===== config.mk =====
export PLATFORM = sky130hd
export DESIGN_NAME = program_counter
export DESIGN_NICKNAME = d
export VERILOG_FILES = /design/src/rtl/pc_pkg.sv /design/src/rtl/pc_ret_stack.sv /design/src/rtl/program_counter.sv
export SDC_FILE = /design/constraint.sdc
export NUM_CORES = 1
export LEC_CHECK = 0
export ABC_AREA = 1
export BUFFER_PORTS_ARGS = -buffer_cell sky130_fd_sc_hd__buf_2
export CORE_MARGIN = 2
export CORE_UTILIZATION = 30
export DETAILED_ROUTE_END_ITERATION = 10
export PLACE_DENSITY_LB_ADDON = 0.08
export SLEW_MARGIN = 40
export SYNTH_ARGS = -nofsm -noshare
export SYNTH_HDL_FRONTEND = slang
export SYNTH_SLANG_ARGS = --single-unit

===== constraint.sdc =====
create_clock -name i_Clk -period 3.59 [get_ports i_Clk]
set_clock_uncertainty 0.05 [all_clocks]
set_input_delay 0.718 -clock i_Clk [delete_from_list [all_inputs] [get_ports i_Clk]]
set_output_delay 0.718 -clock i_Clk [all_outputs]
set_load 0.03 [all_outputs]

===== src/rtl/pc_pkg.sv =====
// Shared constants for the program counter: default widths, reset address and jump modes.
package pc_pkg;

    localparam int unsigned  PC_ADDR_W     = 8;
    localparam logic [7:0]   PC_RESET_ADDR = 8'h00;

    typedef enum logic [1:0] {
        PC_SEQ      = 2'b00,
        PC_ABS      = 2'b01,
        PC_REL      = 2'b10,
        PC_HOLD_RET = 2'b11
    } pc_mode_e;

endpackage


===== src/rtl/pc_ret_stack.sv =====
// Return-address LIFO for the program counter; a push when full overwrites the oldest entry.
module pc_ret_stack #(
    parameter int unsigned ADDR_W = 8,
    parameter int unsigned DEPTH  = 4
) (
    input  logic              i_Clk,
    input  logic              i_Rst,
    input  logic              i_push,
    input  logic              i_pop,
    input  logic [ADDR_W-1:0] i_data,
    output logic [ADDR_W-1:0] o_top,
    output logic              o_full,
    output logic              o_empty,
    output logic              o_err
);

    localparam int unsigned PTR_W = (DEPTH > 1) ? $clog2(DEPTH) : 1;
    localparam int unsigned CNT_W = $clog2(DEPTH + 1);

    logic [ADDR_W-1:0] r_mem [DEPTH];
    logic [PTR_W-1:0]  r_wr_ptr;
    logic [CNT_W-1:0]  r_count;
    logic              r_err;
    logic [PTR_W-1:0]  w_rd_ptr;
    logic [PTR_W-1:0]  w_wr_ptr_inc;

    assign w_rd_ptr     = (r_wr_ptr == '0) ? PTR_W'(DEPTH - 1) : r_wr_ptr - PTR_W'(1);
    assign w_wr_ptr_inc = (r_wr_ptr == PTR_W'(DEPTH - 1)) ? '0 : r_wr_ptr + PTR_W'(1);
    assign o_full       = (r_count == CNT_W'(DEPTH));
    assign o_empty      = (r_count == '0);
    assign o_top        = r_mem[w_rd_ptr];
    assign o_err        = r_err;

    // NOTE: storage is deliberately not reset; r_count alone defines which entries are valid.
    always_ff @(posedge i_Clk) begin
        if (i_push) begin
            r_mem[r_wr_ptr] <= i_data;
        end
    end

    always_ff @(posedge i_Clk or negedge i_Rst) begin
        if (!i_Rst) begin
            r_wr_ptr <= '0;
            r_count  <= '0;
            r_err    <= 1'b0;
        end else begin
            r_err <= 1'b0;
            if (i_push) begin
                r_wr_ptr <= w_wr_ptr_inc;
                if (o_full) begin
                    r_err <= 1'b1;
                end else begin
                    r_count <= r_count + CNT_W'(1);
                end
            end else if (i_pop) begin
                if (o_empty) begin
                    r_err <= 1'b1;
                end else begin
                    r_wr_ptr <= w_rd_ptr;
                    r_count  <= r_count - CNT_W'(1);
                end
            end
        end
    end

endmodule


===== src/rtl/program_counter.sv =====
// Program counter with sequential, absolute and relative updates plus a one-cycle-delayed copy.
// Optional return stack (call on mode 01, return on mode 11) enabled by `define PC_RET_STACK_EN.
module program_counter
    import pc_pkg::*;
#(
    parameter int unsigned       ADDR_W      = PC_ADDR_W,
    parameter logic [ADDR_W-1:0] RESET_ADDR  = ADDR_W'(PC_RESET_ADDR),
    parameter int unsigned       STACK_DEPTH = 4
) (
    input  logic              i_Clk,
    input  logic              i_Rst,
    input  logic              i_Control_PC,
    input  logic [1:0]        i_Control_Saltos,
    input  logic [ADDR_W-1:0] i_Direccion_Salto,
    output logic [ADDR_W-1:0] o_Direccion_Instrucciones,
    output logic [ADDR_W-1:0] o_Direccion_PC
`ifdef PC_RET_STACK_EN
    ,
    output logic              o_Stack_Err
`endif
);

    logic [ADDR_W-1:0] r_pc;
    logic [ADDR_W-1:0] r_pc_prev;
    logic [ADDR_W-1:0] w_pc_next;

`ifdef PC_RET_STACK_EN
    logic              w_push;
    logic              w_pop;
    logic [ADDR_W-1:0] w_stack_top;
    logic              w_stack_empty;
    logic              w_stack_full;

    pc_ret_stack #(
        .ADDR_W (ADDR_W),
        .DEPTH  (STACK_DEPTH)
    ) u_ret_stack (
        .i_Clk   (i_Clk),
        .i_Rst   (i_Rst),
        .i_push  (w_push),
        .i_pop   (w_pop),
        .i_data  (r_pc + ADDR_W'(1)),
        .o_top   (w_stack_top),
        .o_full  (w_stack_full),
        .o_empty (w_stack_empty),
        .o_err   (o_Stack_Err)
    );
`endif

    // NOTE: every signal driven here gets a default first so no latch is inferred.
    always_comb begin
        w_pc_next = r_pc;
`ifdef PC_RET_STACK_EN
        w_push = 1'b0;
        w_pop  = 1'b0;
`endif
        if (i_Control_PC) begin
            case (pc_mode_e'(i_Control_Saltos))
                PC_SEQ: w_pc_next = r_pc + ADDR_W'(1);
                PC_ABS: begin
                    w_pc_next = i_Direccion_Salto;
`ifdef PC_RET_STACK_EN
                    w_push = 1'b1;
`endif
                end
                // Same-width two's-complement add equals adding the sign-extended offset mod 2^ADDR_W.
                PC_REL: w_pc_next = r_pc + i_Direccion_Salto;
                PC_HOLD_RET: begin
`ifdef PC_RET_STACK_EN
                    w_pop     = 1'b1;
                    w_pc_next = w_stack_empty ? RESET_ADDR : w_stack_top;
`else
                    w_pc_next = r_pc;
`endif
                end
                default: w_pc_next = r_pc;
            endcase
        end
    end

    // NOTE: state registers use non-blocking assignments so all flops sample the pre-edge values.
    always_ff @(posedge i_Clk or negedge i_Rst) begin
        if (!i_Rst) begin
            r_pc      <= RESET_ADDR;
            r_pc_prev <= RESET_ADDR;
        end else begin
            r_pc      <= w_pc_next;
            r_pc_prev <= r_pc;
        end
    end

    assign o_Direccion_Instrucciones = r_pc;
    assign o_Direccion_PC            = r_pc_prev;

endmodule


==> impl_metrics.yaml <==
placed_design:
  gp_congestion: 0.748
  numPortBuffers: 28
  dp_hpwl_mm: 1.68
yosys:
  synthArstFlopShare_pct: 100
  yosysWarnings: 0
  syn_inst: 132
  yosys_register_bits: 16
  netlist_area_sq_mm: 0.00100
  syn_avg_cell_area_sq_um: 7.61
  yosysSeqAreaShare_pct: 39.9
  synth_edf_count: 0
  synth_flop_cell: "dfrtp_1"
  syn_nets: 153
  synth_cell_types: 19
worst_setup_path:
  end_kind: "register"
  cp_slowest_cell: "fa_1"
  worstSetupPathType: "input pin to register"
  cp.required_ps: 3730
  worstPathArrival_ps: 2350
  slowest_delay_ps: 350
  rr_worst_depth: 10
  worst-path-max-fanout: 7
  crit_chain: "buf_2 -> inv_2 -> nor2_1 -> inv_2 -> or2_1 -> ha_1 -> inv_1 -> fa_1 -> inv_1 -> nand2_1 -> nand2_1 -> nand2_1 -> xnor2_1 -> o21ai_1 -> nand2_1"
  cpMostUsedCell: "nand2_1"
  start_kind: "input pin"
floorplanning:
  start_util_pct: 30.6
  ios: 29
  die-area_sq_mm: 0.00383
  die_w_um: 61.9
  rows: 21
  die_y_um: 61.9
  core_sq_mm: 0.00328
cts:
  cts_sinks: 16
  root_buffer: "clkbuf_4"
  post-cts-setup-buffer-count: 0
  cts_buffer_depth: 2
  clk_pin_slew_worst_paths_ps: 100
  clkLatencyLatePin_ps: 290
  post_cts_resize_count: 0
  htreeDepth: 1
  cts_hold_buf: 0
  cts_inserted_buffers: 3
  cts_tree: "yes"
timing:
  rsz0062_at_grt: "false"
  min_period_over_period_pct: 61.7
  whs_ps: 275
  finalSetupViolCount: 0
  worst_slew_pin_slew_ps: 404
  finalHoldViolations: 0
  slew_headroom_pct: 73.0
  slew_violations: 0
  finalSetupTns_ps: 0
  period_minus_slack_ps: 2210
  max_freq_mhz: 452
worst_hold_path:
  min_path_type: "input pin to async pin"
global_routing:
  grt_pass1_wl_mm: 3.51
  antenna_found_initial: 0
  grt_pass1_vias: 803
  grt_overflow_total: 0
  grt_max_degree: 17
  track_usage_pct: 12.9
routing:
  ant_nets: 0
  dr_total_vias: 900
  routedWlPerCell_um: 10.4
  routed_via_density: 4.31
  first_pass_iters: 4
  drt_iter0_drc: 35
  drt_drc_violations_left: 0
  wl_mm: 2.17
final_layout:
  syn_to_final_growth_pct: 22.2
  nFillCells: 345
  n_antenna_cell: 0
  finalNetCount: 185
  multi_input_comb_area_sq_um: 507
  layout-drive-gt1-share_pct: 25.2
  register_area_sq_um: 400
power_and_ir_drop:
  p_leak_nw: 0.689
  power_density_mw_per_mm2: 614
  vdd_drop_max_v: 0.000170
outcome:
  outcome: "finished, final reports clean"
run:
  drv_cap: 0
registers in the layout, indices dropped and copies added, names as in the netlist:
| signal | count |
|---|---|
| o_Direccion_PC | 8 |
| o_Direccion_Instrucciones | 8 |
cell usage in the layout (no fill, tap or decap):
master	count
nand2_1	34
buf_2	28
inv_1	18
dfrtp_1	16
nor2_1	15
a21oi_1	11
nand3_1	9
ha_1	7
inv_2	5
or2_1	3
o21ai_1	3
clkbuf_4	3
nand3b_1	2
xnor2_1	2
nor2_4	1
o21ai_4	1
a21oi_2	1
or2_2	1
nand4_1	1
fa_1	1
clkbuf_8	1
cells in the mapped netlist (2+ instances only):
cell type / count / area, sq um
nand2_1: 34 / 128
inv_1: 18 / 67.6
dfrtp_1: 16 / 400
nor2_1: 15 / 56.3
a21oi_1: 11 / 55.1
nand3_1: 9 / 45.0
ha_1: 7 / 87.6
inv_2: 5 / 18.8
o21ai_1: 3 / 15.0
or2_1: 3 / 18.8
nand3b_1: 2 / 15.0
xnor2_1: 2 / 17.5
worst max-delay path, delay by kind of cell:
family	cells	cell delay [ps]
XOR/XNOR	1	120
buffers and inverters	5	460
AND/OR/NAND/NOR	6	430
AO/OA/AOI/OAI	1	110
adder cells (fa/ha/maj)	2	520
worst paths after layout:
kind	slack, ps	to	from
hold reg to reg	390	o_Direccion_PC[2]	o_Direccion_Instrucciones[2]
setup / recovery	1380	o_Direccion_Instrucciones[4]	i_Control_Saltos[1]
hold / removal	280	o_Direccion_Instrucciones[0]	i_Rst
max in group asynchronous	2950	o_Direccion_PC[6]	i_Rst
min in group i_Clk	390	o_Direccion_PC[2]	o_Direccion_Instrucciones[2]
setup reg to reg	1870	o_Direccion_Instrucciones[4]	o_Direccion_Instrucciones[0]
power by group:
group | switching (W) | internal (W) | total [W]
clock network | 0.0000611 | 0.0000618 | 0.000123
registers | 0.0000328 | 0.000232 | 0.000265
logic | 0.000244 | 0.000122 | 0.000366
cell families (layout without fill, tap and decap cells):
group | after synthesis | after routing | synth area share (%)
xor+xnor | 2 | 2 | 1.74
flops | 16 | 16 | 39.9
simple gates | 66 | 66 | 28.5
buf+inv | 24 | 55 | 9.71
compound gates | 16 | 16 | 9.46
fa+ha+maj | 8 | 8 | 10.7
cell type report:
cell class / instances / share of cell area, %
Sequential cell: 16 / 32.6
Multi-Input combinational cell: 92 / 41.3
Tap cell: 46 / 4.69
Clock buffer: 4 / 2.96
Timing Repair Buffer: 28 / 11.4
Inverter: 23 / 7.03
through the flow:
stage               setup WS [ps]  cell area [sq um]  total power (W)  utilization, %  std cells
floorplan                    1380               1000         0.000539               -        132
global placement             1100               1190         0.000639            36.3        205
detailed placement           1060               1190         0.000639            36.3        205
CTS                          1370               1230         0.000766            37.4        209
global route                 1210               1230         0.000821            37.4        209
finish                       1380               1230         0.000754            37.4        209
per-layer routing:
metal	GRT usage (%)	vias up	part of all wire (%)
li1	-	474	-
met1	17.8	397	49
met2	19.7	27	43
met3	2.07	2	6.5
met4	6.38	0	1.2
met5	0	-	0
Power figures use the tool's default switching activity.
